**config.mk**
```make
export PLATFORM = sky130hd
export DESIGN_NAME = nibble_serial_adder_12
export DESIGN_NICKNAME = d
export VERILOG_FILES = /design/src/rtl/nibble_serial_adder_12.sv
export SDC_FILE = /design/constraint.sdc
export NUM_CORES = 1
export LEC_CHECK = 0
export CAP_MARGIN = 20
export CORE_MARGIN = 2
export CORE_UTILIZATION = 40
export CTS_BUF_LIST = sky130_fd_sc_hd__clkbuf_16
export CTS_CLUSTER_DIAMETER = 40
export DETAILED_ROUTE_END_ITERATION = 16
export PLACE_DENSITY = 0.61
export SYNTH_ARGS = -nofsm -noshare
export SYNTH_HDL_FRONTEND = slang
export SYNTH_SLANG_ARGS = --single-unit
export TNS_END_PERCENT = 20
```
**constraint.sdc**
```tcl
create_clock -name clk -period 3 [get_ports clk]
set_clock_uncertainty 0.2 [all_clocks]
set_input_delay 0.3 -clock clk [delete_from_list [all_inputs] [get_ports clk]]
set_output_delay 0.3 -clock clk [all_outputs]
set_load 0.05 [all_outputs]
```
**src/rtl/nibble_serial_adder_12.sv**
```systemverilog
// ---------------------------------------------------------------------------
// nibble_serial_adder_12
//
// Purpose:
//    Multi-cycle adder for the 12-bit datapath. One NIB-bit slice is added per
//    clock with a carry-lookahead slice, and the carry ripples between slices
//    through a register. The control FSM drives it with a start/done handshake.
//    Operation: IDLE (sample start) -> RUN (NSLICE cycles) -> DONE (1 cycle).
//
// Parameters:
//    WIDTH  operand/result width, a multiple of NIB (default 12)
//    NIB    slice width added per cycle (default 4)
//
// Ports:
//    clk    in   1      rising-edge clock
//    rst_n  in   1      asynchronous active-low reset
//    start  in   1      request, sampled only while idle
//    a      in   WIDTH  addend A, captured with start
//    b      in   WIDTH  addend B, captured with start
//    cin    in   1      carry into bit 0, captured with start
//    busy   out  1      high while an operation is in progress (RUN or DONE)
//    done   out  1      one-cycle pulse, result valid
//    sum    out  WIDTH  registered result, held until the next DONE
//    cout   out  1      carry out of the MSB (unsigned overflow)
//    ovf    out  1      signed overflow (carry into MSB xor carry out of MSB)
// ---------------------------------------------------------------------------
module nibble_serial_adder_12 #(
   parameter int WIDTH = 12,
   parameter int NIB   = 4
) (
   input  logic             clk,
   input  logic             rst_n,
   input  logic             start,
   input  logic [WIDTH-1:0] a,
   input  logic [WIDTH-1:0] b,
   input  logic             cin,
   output logic             busy,
   output logic             done,
   output logic [WIDTH-1:0] sum,
   output logic             cout,
   output logic             ovf
);

   localparam int NSLICE = WIDTH / NIB;
   localparam int IW     = (NSLICE > 1) ? $clog2(NSLICE) : 1;

   typedef enum logic [1:0] {
      IDLE = 2'd0,
      RUN  = 2'd1,
      DONE = 2'd2
   } state_t;

   // Carry-lookahead slice. Returns {c[NIB], c[NIB-1], sum[NIB-1:0]}.
   // Each carry is built in flattened sum-of-products form from G/P and the
   // slice carry-in, so no carry depends on the previous bit's carry.
   function automatic logic [NIB+1:0] cla_slice(
      input logic [NIB-1:0] x,
      input logic [NIB-1:0] y,
      input logic           ci
   );
      logic [NIB-1:0] g;
      logic [NIB-1:0] p;
      logic [NIB-1:0] s;
      logic [NIB:0]   c;
      logic           term;
      logic           pp;
      g    = x & y;
      p    = x ^ y;
      c    = {(NIB+1){1'b0}};
      c[0] = ci;
      for (int i = 0; i < NIB; i++) begin
         term = 1'b0;
         pp   = 1'b1;
         // c[i+1] = g[i] | p[i]g[i-1] | ... | p[i..0]ci
         for (int j = i; j >= 0; j--) begin
            term = term | (g[j] & pp);
            pp   = pp & p[j];
         end
         c[i+1] = term | (pp & ci);
      end
      s = p ^ c[NIB-1:0];
      return {c[NIB], c[NIB-1], s};
   endfunction

   state_t           state_r;
   state_t           next_state_s;
   logic [IW-1:0]    idx_r;
   logic             carry_r;
   logic [WIDTH-1:0] a_r;
   logic [WIDTH-1:0] b_r;
   logic [WIDTH-1:0] acc_r;
   logic [WIDTH-1:0] acc_s;
   logic [NIB+1:0]   slice_s;
   logic             last_s;

   // State register.
   always_ff @(posedge clk or negedge rst_n) begin
      if (!rst_n) begin
         state_r <= IDLE;
      end else begin
         state_r <= next_state_s;
      end
   end

   // Next-state logic and the combinational slice addition for the current index.
   always_comb begin
      next_state_s = state_r;
      last_s       = (idx_r == IW'(NSLICE - 1));
      slice_s      = cla_slice(a_r[int'(idx_r)*NIB +: NIB],
                               b_r[int'(idx_r)*NIB +: NIB],
                               carry_r);
      acc_s        = acc_r;
      acc_s[int'(idx_r)*NIB +: NIB] = slice_s[NIB-1:0];
      case (state_r)
         IDLE: begin
            if (start) begin
               next_state_s = RUN;
            end else begin
               next_state_s = IDLE;
            end
         end
         RUN: begin
            if (last_s) begin
               next_state_s = DONE;
            end else begin
               next_state_s = RUN;
            end
         end
         DONE:    next_state_s = IDLE;
         default: next_state_s = IDLE;
      endcase
   end

   // Operand capture, per-slice accumulation and result/flag registers.
   always_ff @(posedge clk or negedge rst_n) begin
      if (!rst_n) begin
         idx_r   <= {IW{1'b0}};
         carry_r <= 1'b0;
         a_r     <= {WIDTH{1'b0}};
         b_r     <= {WIDTH{1'b0}};
         acc_r   <= {WIDTH{1'b0}};
         sum     <= {WIDTH{1'b0}};
         cout    <= 1'b0;
         ovf     <= 1'b0;
         busy    <= 1'b0;
         done    <= 1'b0;
      end else begin
         // busy/done are registered copies of the state being entered
         busy <= (next_state_s != IDLE);
         done <= (next_state_s == DONE);
         case (state_r)
            IDLE: begin
               if (start) begin
                  a_r     <= a;
                  b_r     <= b;
                  carry_r <= cin;
                  idx_r   <= {IW{1'b0}};
                  acc_r   <= {WIDTH{1'b0}};
               end else begin
                  carry_r <= carry_r;
               end
            end
            RUN: begin
               acc_r   <= acc_s;
               carry_r <= slice_s[NIB+1];
               if (last_s) begin
                  // Publish the full result only once the top slice is in.
                  idx_r <= {IW{1'b0}};
                  sum   <= acc_s;
                  cout  <= slice_s[NIB+1];
                  ovf   <= slice_s[NIB+1] ^ slice_s[NIB];
               end else begin
                  idx_r <= idx_r + IW'(1);
               end
            end
            DONE: begin
               carry_r <= carry_r;
            end
            default: begin
               carry_r <= carry_r;
            end
         endcase
      end
   end

endmodule
```
After elaboration in Yosys (flattened, before gate mapping)
Index checks and enable logic that the tools add are counted.
{"block": "totals", "romBits": 0, "elab_cells": 68, "regBits": 57, "latchBits": 0, "input_bits": 28, "mem_bits_rw": 0, "mem_count": 0, "out_inout_bits": 16}
{"block": "op_classes", "mul": 0, "n_mux": 11, "bitwise": 30, "magnitude_cmp": 0, "reduce_logical": 6, "eq_ne": 4, "n_addsub": 2, "shifts": 4, "div_mod_pow": 0}
{"operator": "4-bit negation with 33-bit output", "n": 1}
{"operator": "4-bit by 33-bit variable shift with 12-bit output, first input constant", "n": 1}
{"operator": "4-bit by 33-bit variable part select with 12-bit output", "n": 1}
{"operator": "12-bit one-hot mux with 2 select lines", "n": 1}
{"operator": "12-bit by 5-bit variable part select with 4-bit output", "n": 2}
{"operator": "1-bit AND", "n": 16}
{"operator": "12-bit bitwise mux", "n": 1}
{"operator": "12-bit 2-to-1 mux", "n": 1}
{"operator": "1-bit OR", "n": 10}
{"operator": "2-bit one-hot mux with 2 select lines", "n": 2}
{"operator": "4-bit XOR", "n": 2}
{"operator": "2-bit 2-to-1 mux", "n": 3}
{"operator": "2-bit AND reduction", "n": 3}
{"operator": "4-bit AND", "n": 1}
{"operator": "2-bit == test, second input constant", "n": 2}
{"operator": "2-bit nonzero test", "n": 2}
{"operator": "2-bit by 1-bit adder with 2-bit output, second input constant", "n": 1}
{"operator": "2-bit by 1-bit == test with 1-bit output, second input constant", "n": 1}
{"operator": "2-bit zero test", "n": 1}
{"operator": "1-bit 2-to-1 mux", "n": 2}
{"operator": "2-bit inequality test, second input constant", "n": 1}
{"operator": "1-bit one-hot mux with 2 select lines", "n": 1}
{"operator": "1-bit XOR", "n": 1}

Longest topological paths before layout
Gate-level depths: netlist of run 1.
{"block": "logic_depth", "ltp_word": 10, "depth_mapped": 10, "mapped_depth_nobuf": 9}

Least setup slack after synthesis of run 1
No wires, ideal clock.
{"block": "synth_path", "path_type": "reg2reg", "startpoint": "register idx_r[1]", "endpoint": "register acc_r[10]", "required_ps": 2679, "t_arrival_ps": 2181, "path_buffers": 1, "path_stages_with_launch": 11, "synth_period_minus_slack_ps": 2502, "setup_slack_ps": 498, "setup_time_ps": 121, "cell_sequence": "dfrtp_1 -> buf_2 -> mux2i_1 -> nor2_1 -> a21oi_1 -> inv_1 -> ha_1 -> a21o_1 -> a21oi_4 -> xnor2_1 -> a22o_1"}
{"block": "synth_between", "elab_chain_cells": 10, "word_cells_on_any_way": 25, "classes_between": "add/sub (1); shift (4); mux (2); bitwise (18)"}
{"element": "from (decl)", "line": "87", "source": "logic [IW-1:0] idx_r;"}
{"element": "from (signal assigned)", "line": "137", "source": "idx_r <= {IW{1'b0}};"}
{"element": "from (signal assigned)", "line": "157", "source": "idx_r <= {IW{1'b0}};"}
{"element": "from (signal assigned)", "line": "168", "source": "idx_r <= {IW{1'b0}};"}
{"element": "12-bit by 5-bit variable part select with 4-bit output (on tied branches)", "line": "109, 110"}
{"element": "4-bit AND or 4-bit XOR (tied branches)", "line": "67, 68"}
{"element": "1-bit AND (on tied branches)", "line": "76, 77"}
{"element": "1-bit OR, or another cell as far along", "line": "76", "source": "term = term | (g[j] & pp);"}
{"element": "1-bit OR or 1-bit AND (tied branches)", "line": "76, 79"}
{"element": "1-bit OR", "line": "79", "source": "c[i+1] = term | (pp & ci);"}
{"element": "4-bit XOR", "line": "81", "source": "s = p ^ c[NIB-1:0];"}
{"element": "4-bit by 33-bit variable part select with 12-bit output", "line": "113", "source": "acc_s[int'(idx_r)*NIB +: NIB] = slice_s[NIB-1:0];"}
{"element": "12-bit bitwise mux *", "line": "113"}
{"element": "12-bit one-hot mux with 2 select lines *", "line": "151", "source": "case (state_r)"}
{"element": "to (signal assigned)", "line": "141", "source": "acc_r <= {WIDTH{1'b0}};"}
{"element": "to (signal assigned)", "line": "158", "source": "acc_r <= {WIDTH{1'b0}};"}
{"element": "to (signal assigned)", "line": "164", "source": "acc_r <= acc_s;"}
{"element": "to (decl)", "line": "91", "source": "logic [WIDTH-1:0] acc_r;"}
Mark *: on every way between the ends. The rest lies on a longest branch, timed or not.
A chain may end at the register's enable or synchronous reset.

Worst setup path in the final report of run 1
{"block": "layout_path", "startpoint": "register idx_r[1]", "endpoint": "register acc_r[7]"}
Same word-level chain as after synthesis.

==> results.py, run 1 <==
metrics = {
    "cells_and_area": {
        "fillers": 655,
        "multiInputGateArea_sq_mm": 0.00128,
        "seqCellArea_sq_mm": 0.00143,
        "area_growth_pct": 28.6,
        "diodes": 0,
        "final_layout_size_suffix_gt1_share_pct": 16.8,
        "final_area_sq_mm": 0.00364,
        "nNetsFinal": 331,
    },
    "outcome": {
        "status": "completed",
    },
    "synth": {
        "synth_top_area_share_pct": 50.4,
        "synth-edff-count": 0,
        "ys_ff_latch": 57,
        "netlist_top_cells_area": "dfrtp_1 (50%), mux2_2 (9.5%), mux2i_1 (4.2%)",
        "synthDistinctLibCells": 43,
        "syn-num-nets": 283,
        "ys_dominant_reg_cell": "dfrtp_1",
        "yosysSeqAreaShare_pct": 50.4,
        "ys.warnings.count": 0,
        "syn-instance-count": 245,
        "synth_area_sq_mm": 0.00283,
        "synth_top_area_cell": "dfrtp_1",
        "syn-mean-instance-area_sq_um": 11.6,
        "synthArstFlopShare_pct": 100,
    },
    "floorplan": {
        "coreArea_sq_mm": 0.00683,
        "fp.dieH_um": 88.1,
        "initial_core_util_pct": 41.4,
        "dieArea_sq_mm": 0.00776,
        "pin_count": 44,
        "rows": 30,
        "die_w_um": 88.1,
    },
    "cts": {
        "holdBufCountCts": 1,
        "clk_latency_ns": 0.33,
        "htree_num_levels": 3,
        "cts_tree": "built",
        "clk_pin_slew_ns": 0.05,
        "tritoncts.num_buffers": 9,
        "clock_path_buffers": 2,
        "post_cts_buffers": 0,
        "cts_resized": 0,
        "root_buffer": "clkbuf_16",
        "cts.sinks": 57,
    },
    "sta": {
        "rsz0062_at_grt": "false",
        "finalHoldViolations": 0,
        "setup_ws_ns": 0.271,
        "holdWs_ns": 0.283,
        "max_freq_ghz": 0.366,
        "tightest_slew_ns": 0.672,
        "slew_viol_final": 0,
        "final.period_utilization_pct": 91.0,
        "fin_crit_ns": 2.73,
        "max-slew-margin-rel_pct": 55.1,
        "finalSetupTns_ns": 0,
        "setup_viol": 0,
    },
    "route": {
        "antenna_left": 0,
        "wire_per_inst_um": 15.4,
        "drt_pre_antenna_iters": 4,
        "finalWirelength_um": 6070,
        "remaining_drc_errors": 0,
        "drt_iter0_drc": 60,
        "drt-vias-per-instance": 5.14,
        "vias": 2024,
    },
    "global_routing": {
        "grt_pass1_vias": 2091,
        "grt_max_degree": 58,
        "grt_pass1_wl_um": 10300,
        "antenna_found_initial": 0,
        "globalRouteOverflowTotal": 0,
        "grt.total_usage_pct": 18.0,
    },
    "setup_path": {
        "slowest_stage": "dfrtp_1",
        "critPathBufInv": 2,
        "cp.arrival_ns": 2.79,
        "path_class": "register to register",
        "endpoint_kind": "register",
        "crit_fanout": 9,
        "cp.required_ns": 3.06,
        "critPathTopFamily": "compound AO/OA/AOI/OAI gates",
        "crit_path_start_kind": "register",
        "cp_slowest_stage_delay_ns": 0.56,
        "crit_chain": "buf_4 -> mux2i_1 -> nor2_1 -> a21oi_1 -> inv_1 -> ha_1 -> a41oi_2 -> o21ai_4 -> xor2_1 -> a22o_1",
    },
    "placed_design": {
        "dp_slack_ns": 0.269,
        "portBuffers": 43,
        "dp_hpwl_um": 4290,
        "gp_congestion": 0.869,
        "post_dp_cell_area_sq_mm": 0.00335,
    },
    "flow_run": {
        "drv_cap": 0,
    },
    "worst_hold_path": {
        "hp-class": "register to register",
    },
}
cell type report:
cell class | count | share of cell area (%)
clock buffer | 9 | 6.19
clock inverter | 7 | 1.48
inverter | 14 | 1.44
multi-input combinational | 163 | 35.3
sequential | 57 | 39.2
tap | 96 | 3.30
timing repair buffer | 48 | 13.1
Yosys cell counts (4+ instances only):
master,number
buf_4,4
a22o_1,12
a21oi_1,7
ha_1,9
nand2b_1,6
nand3_1,8
dfrtp_1,57
inv_1,12
o21ai_0,9
mux2i_1,12
mux2_2,24
nand2_1,14
nor2_1,17
a21o_1,4
metrics by stage:
stage / util (%) / std cells
finish: 53.3 / 394
global route: 53.3 / 394
CTS: 53.3 / 394
detailed placement: 49.0 / 377
global placement: 49.0 / 377
floorplan: - / 245
metal layers:
layer	track usage, %	wire length [um]	vias to the layer above
li1	-	-	974
met1	23.7	2970	1000
met2	28.0	2780	42
met3	6.22	246	8
met4	5.65	74	0
met5	0	0	-
cells by family after synthesis:
family / share of synthesized area (%)
AO/OA/AOI/OAI: 14.9
flip-flops: 50.4
AND/OR/NAND/NOR: 10.7
multiplexers: 13.8
buffers and inverters: 4.24
XOR/XNOR: 1.24
adder cells (fa/ha/maj): 4.69
sequential cells by signal, indices dropped and copies added, names as in the netlist:
register / flops
sum: 12
acc_r: 12
busy: 1
state_r: 2
b_r: 12
cout: 1
carry_r: 1
idx_r: 2
done: 1
ovf: 1
a_r: 12
placed cells by master (no fill, tap or decap), types with 2 or more instances in the layout:
cell             count
inv_2                2
a22o_1              12
nand3_1              8
o21a_1               3
nand2b_1             6
a21oi_1              7
a311oi_1             3
nor2b_1              2
a221oi_1             2
nand2_1             14
clkinv_1             3
nor2_1              17
o31ai_1              3
clkbuf_16            9
a21o_1               4
ha_1                 9
mux2i_1             12
clkdlybuf4s50_1     42
nor3_1               2
mux2_2              24
o21ai_0              9
buf_4                3
nand3b_1             2
dfrtp_1             57
xnor2_1              3
inv_1               14
nor3b_1              2
o22ai_1              2
o221ai_1             3
worst paths after layout:
check	start	end	slack, ns	cells past startpoint
max	idx_r[1]	acc_r[7]	0.27	10
min	sum[0]	sum[0]	0.28	1
max reg2reg	idx_r[1]	acc_r[7]	0.27	10
min reg2reg	sum[0]	sum[0]	0.28	1
max in group asynchronous	rst_n	b_r[2]	2.04	3
min in group asynchronous	rst_n	sum[9]	0.31	3
Power of run 1 is left out: the tool's default activity adds up to more than one toggle a clock period on the data nets, which glitch-free logic cannot reach.
==> inputs of run 2 (changes only) <==
--- a/config.mk
+++ b/config.mk
@@ -11,6 +11,7 @@
 export CTS_BUF_LIST = sky130_fd_sc_hd__clkbuf_16
 export CTS_CLUSTER_DIAMETER = 40
 export DETAILED_ROUTE_END_ITERATION = 16
+export HOLD_SLACK_MARGIN = 0.06
 export PLACE_DENSITY = 0.61
 export SYNTH_ARGS = -nofsm -noshare
 export SYNTH_HDL_FRONTEND = slang
==> results of run 2 <==
No change in the layout: final DEF, timing and power equal those of run 1.
Power of run 2 is left out for the same reason.
==> inputs of run 3 (changes only) <==
--- a/config.mk
+++ b/config.mk
@@ -5,14 +5,16 @@
 export SDC_FILE = /design/constraint.sdc
 export NUM_CORES = 1
 export LEC_CHECK = 0
-export CAP_MARGIN = 20
+export CELL_PAD_IN_SITES_DETAIL_PLACEMENT = 1
+export CELL_PAD_IN_SITES_GLOBAL_PLACEMENT = 1
 export CORE_MARGIN = 2
 export CORE_UTILIZATION = 40
 export CTS_BUF_LIST = sky130_fd_sc_hd__clkbuf_16
 export CTS_CLUSTER_DIAMETER = 40
 export DETAILED_ROUTE_END_ITERATION = 16
 export HOLD_SLACK_MARGIN = 0.06
-export PLACE_DENSITY = 0.61
+export PLACE_DENSITY = 0.74
+export SLEW_MARGIN = 5
 export SYNTH_ARGS = -nofsm -noshare
 export SYNTH_HDL_FRONTEND = slang
 export SYNTH_SLANG_ARGS = --single-unit
==> run 3 against run 2 <==
Via count up 1.6%. Non-clock buffer count increased by 2. Critical path depth is 2 lower. Global-route usage grew 0.98 points. Utilization fell by 0.35 points. Fmax is 1.3% lower. First-iteration DRC count rose by 75%. Worst hold slack worse by 0.098 ns. Flip-flop and latch count unchanged. Highest routed layer unchanged. Critical path type unchanged. Design area down 0.65%. Clock-buffer cell count is the same. Sequential share of layout area rose by 0.26 points.
==> results.py, run 3 (same netlist as run 1, synthesis figures left out) <==
metrics = {
    "outcome": {
        "status": "completed",
    },
    "sta": {
        "setup_ws_ns": 0.236,
        "setup_viol": 0,
        "tightest_slew_ns": 0.719,
        "finalSetupTns_ns": 0,
        "max_freq_ghz": 0.362,
        "finalHoldViolations": 0,
        "max-slew-margin-rel_pct": 51.7,
        "final.period_utilization_pct": 92.1,
        "slew_viol_final": 0,
        "rsz0062_at_grt": "false",
        "fin_crit_ns": 2.76,
    },
    "global_routing": {
        "globalRouteOverflowTotal": 0,
        "grt_pass1_wl_um": 11000,
        "grt_max_degree": 27,
        "grt_pass1_vias": 2189,
        "antenna_found_initial": 0,
        "grt.total_usage_pct": 18.9,
    },
    "placed_design": {
        "gp_congestion": 0.876,
        "portBuffers": 43,
        "dp_hpwl_um": 4860,
        "dp.cells": 379,
        "dp_slack_ns": 0.261,
        "post_dp_cell_area_sq_mm": 0.00335,
    },
    "cts": {
        "root_buffer": "clkbuf_16",
        "cts.sinks": 57,
        "clock_path_buffers": 2,
        "htree_num_levels": 3,
        "post_cts_buffers": 0,
        "clk_latency_ns": 0.32,
        "clk_pin_slew_ns": 0.05,
        "tritoncts.num_buffers": 9,
        "cts_tree": "built",
    },
    "setup_path": {
        "crit_chain": "nor2_1 -> a21oi_1 -> inv_1 -> ha_1 -> a21o_1 -> a21oi_4 -> xnor2_1 -> a22o_1",
        "timing.rr.end": "acc_r[10]",
        "worst-r2r-setup-slack_ns": 0.24,
        "crit_fanout": 11,
        "worst-path-stages": 8,
        "cp.required_ns": 3.01,
        "critPathLaunch": "idx_r[1]",
        "critPathTopFamily": "compound AO/OA/AOI/OAI gates",
        "r2r_start": "idx_r[1]",
        "cp.arrival_ns": 2.77,
        "critPathBufInv": 1,
        "path_class": "register to register",
        "crit_path_start_kind": "register",
        "cp_slowest_stage_delay_ns": 0.63,
        "r2r_cells": 8,
        "cp-endpoint": "acc_r[10]",
        "endpoint_kind": "register",
        "slowest_stage": "dfrtp_1",
    },
    "cells_and_area": {
        "final_area_sq_mm": 0.00362,
        "diodes": 0,
        "final_layout_size_suffix_gt1_share_pct": 17.0,
        "nNetsFinal": 333,
        "area_growth_pct": 27.8,
        "instances_no_fill": 396,
        "final_cell_mix": "dfrtp_1 (57), clkdlybuf4s50_1 (42), mux2_2 (24)",
        "final_common_cell": "dfrtp_1",
        "fillers": 749,
    },
    "flow_run": {
        "drv_cap": 0,
    },
    "route": {
        "antenna_left": 0,
        "finalWirelength_um": 6590,
        "wire_per_inst_um": 16.6,
        "drt_pre_antenna_iters": 4,
        "drt_iter0_drc": 105,
        "drt-vias-per-instance": 5.19,
        "vias": 2057,
        "remaining_drc_errors": 0,
    },
    "floorplan": {
        "fp.dieH_um": 88.1,
        "die_w_um": 88.1,
        "dieArea_sq_mm": 0.00776,
        "coreArea_sq_mm": 0.00683,
        "pin_count": 44,
        "initial_core_util_pct": 41.4,
        "rows": 30,
    },
    "worst_hold_path": {
        "hp-class": "input pin to async pin",
    },
}
-- run 3: cell types whose count changed in the layout (fill, tap and decap cells not counted), sizes merged --
cell    previous run  this run
inv               16        14
bufinv             1         0
clkinv             4         7
buf                5         7
-- run 3: worst min-delay path by stage --
stage,start,depth (start not counted),slack [ns],endpoint
CTS,rst_n,2,0.19,sum[9]
finish,rst_n,2,0.18,sum[11]
global placement,rst_n,1,-0.008,sum[9]
floorplan,rst_n,0,-0.20,a_r[0]
detailed placement,rst_n,1,-0.006,sum[9]
global route,rst_n,2,0.21,sum[9]
-- run 3: metal layers --
| metal | up-vias | part of all wire, % | GRT usage, % |
|---|---|---|---|
| li1 | 976 | - | - |
| met1 | 1026 | 46 | 24.5 |
| met2 | 41 | 49 | 30.3 |
| met3 | 14 | 3.0 | 3.77 |
| met4 | 0 | 2.5 | 9.64 |
| met5 | - | 0 | 0 |
-- run 3: what timing repair did --
action	CTS	global route
endpoints found under the hold margin	50	0
gates resized for setup	0	0
hold buffers	1	0
-- run 3: layout make-up --
| type | instances | area, sq um | share of cell area, % |
|---|---|---|---|
| Clock buffer | 9 | 225 | 6.23 |
| Clock inverter | 7 | 27.5 | 0.761 |
| Inverter | 14 | 52.6 | 1.45 |
| Multi-Input combinational cell | 163 | 1280 | 35.5 |
| Sequential cell | 57 | 1430 | 39.4 |
| Tap cell | 96 | 120 | 3.32 |
| Timing Repair Buffer | 50 | 480 | 13.3 |
-- run 3: stage by stage --
stage                     hold slack [ns]  utilization (%)
after detailed placement         -0.00590             49.1
after global routing                0.213             52.9
final                               0.185             52.9
after global placement           -0.00771             49.1
after floorplan                    -0.196                -
after CTS                           0.194             52.9
Power of run 3 is left out for the same reason.
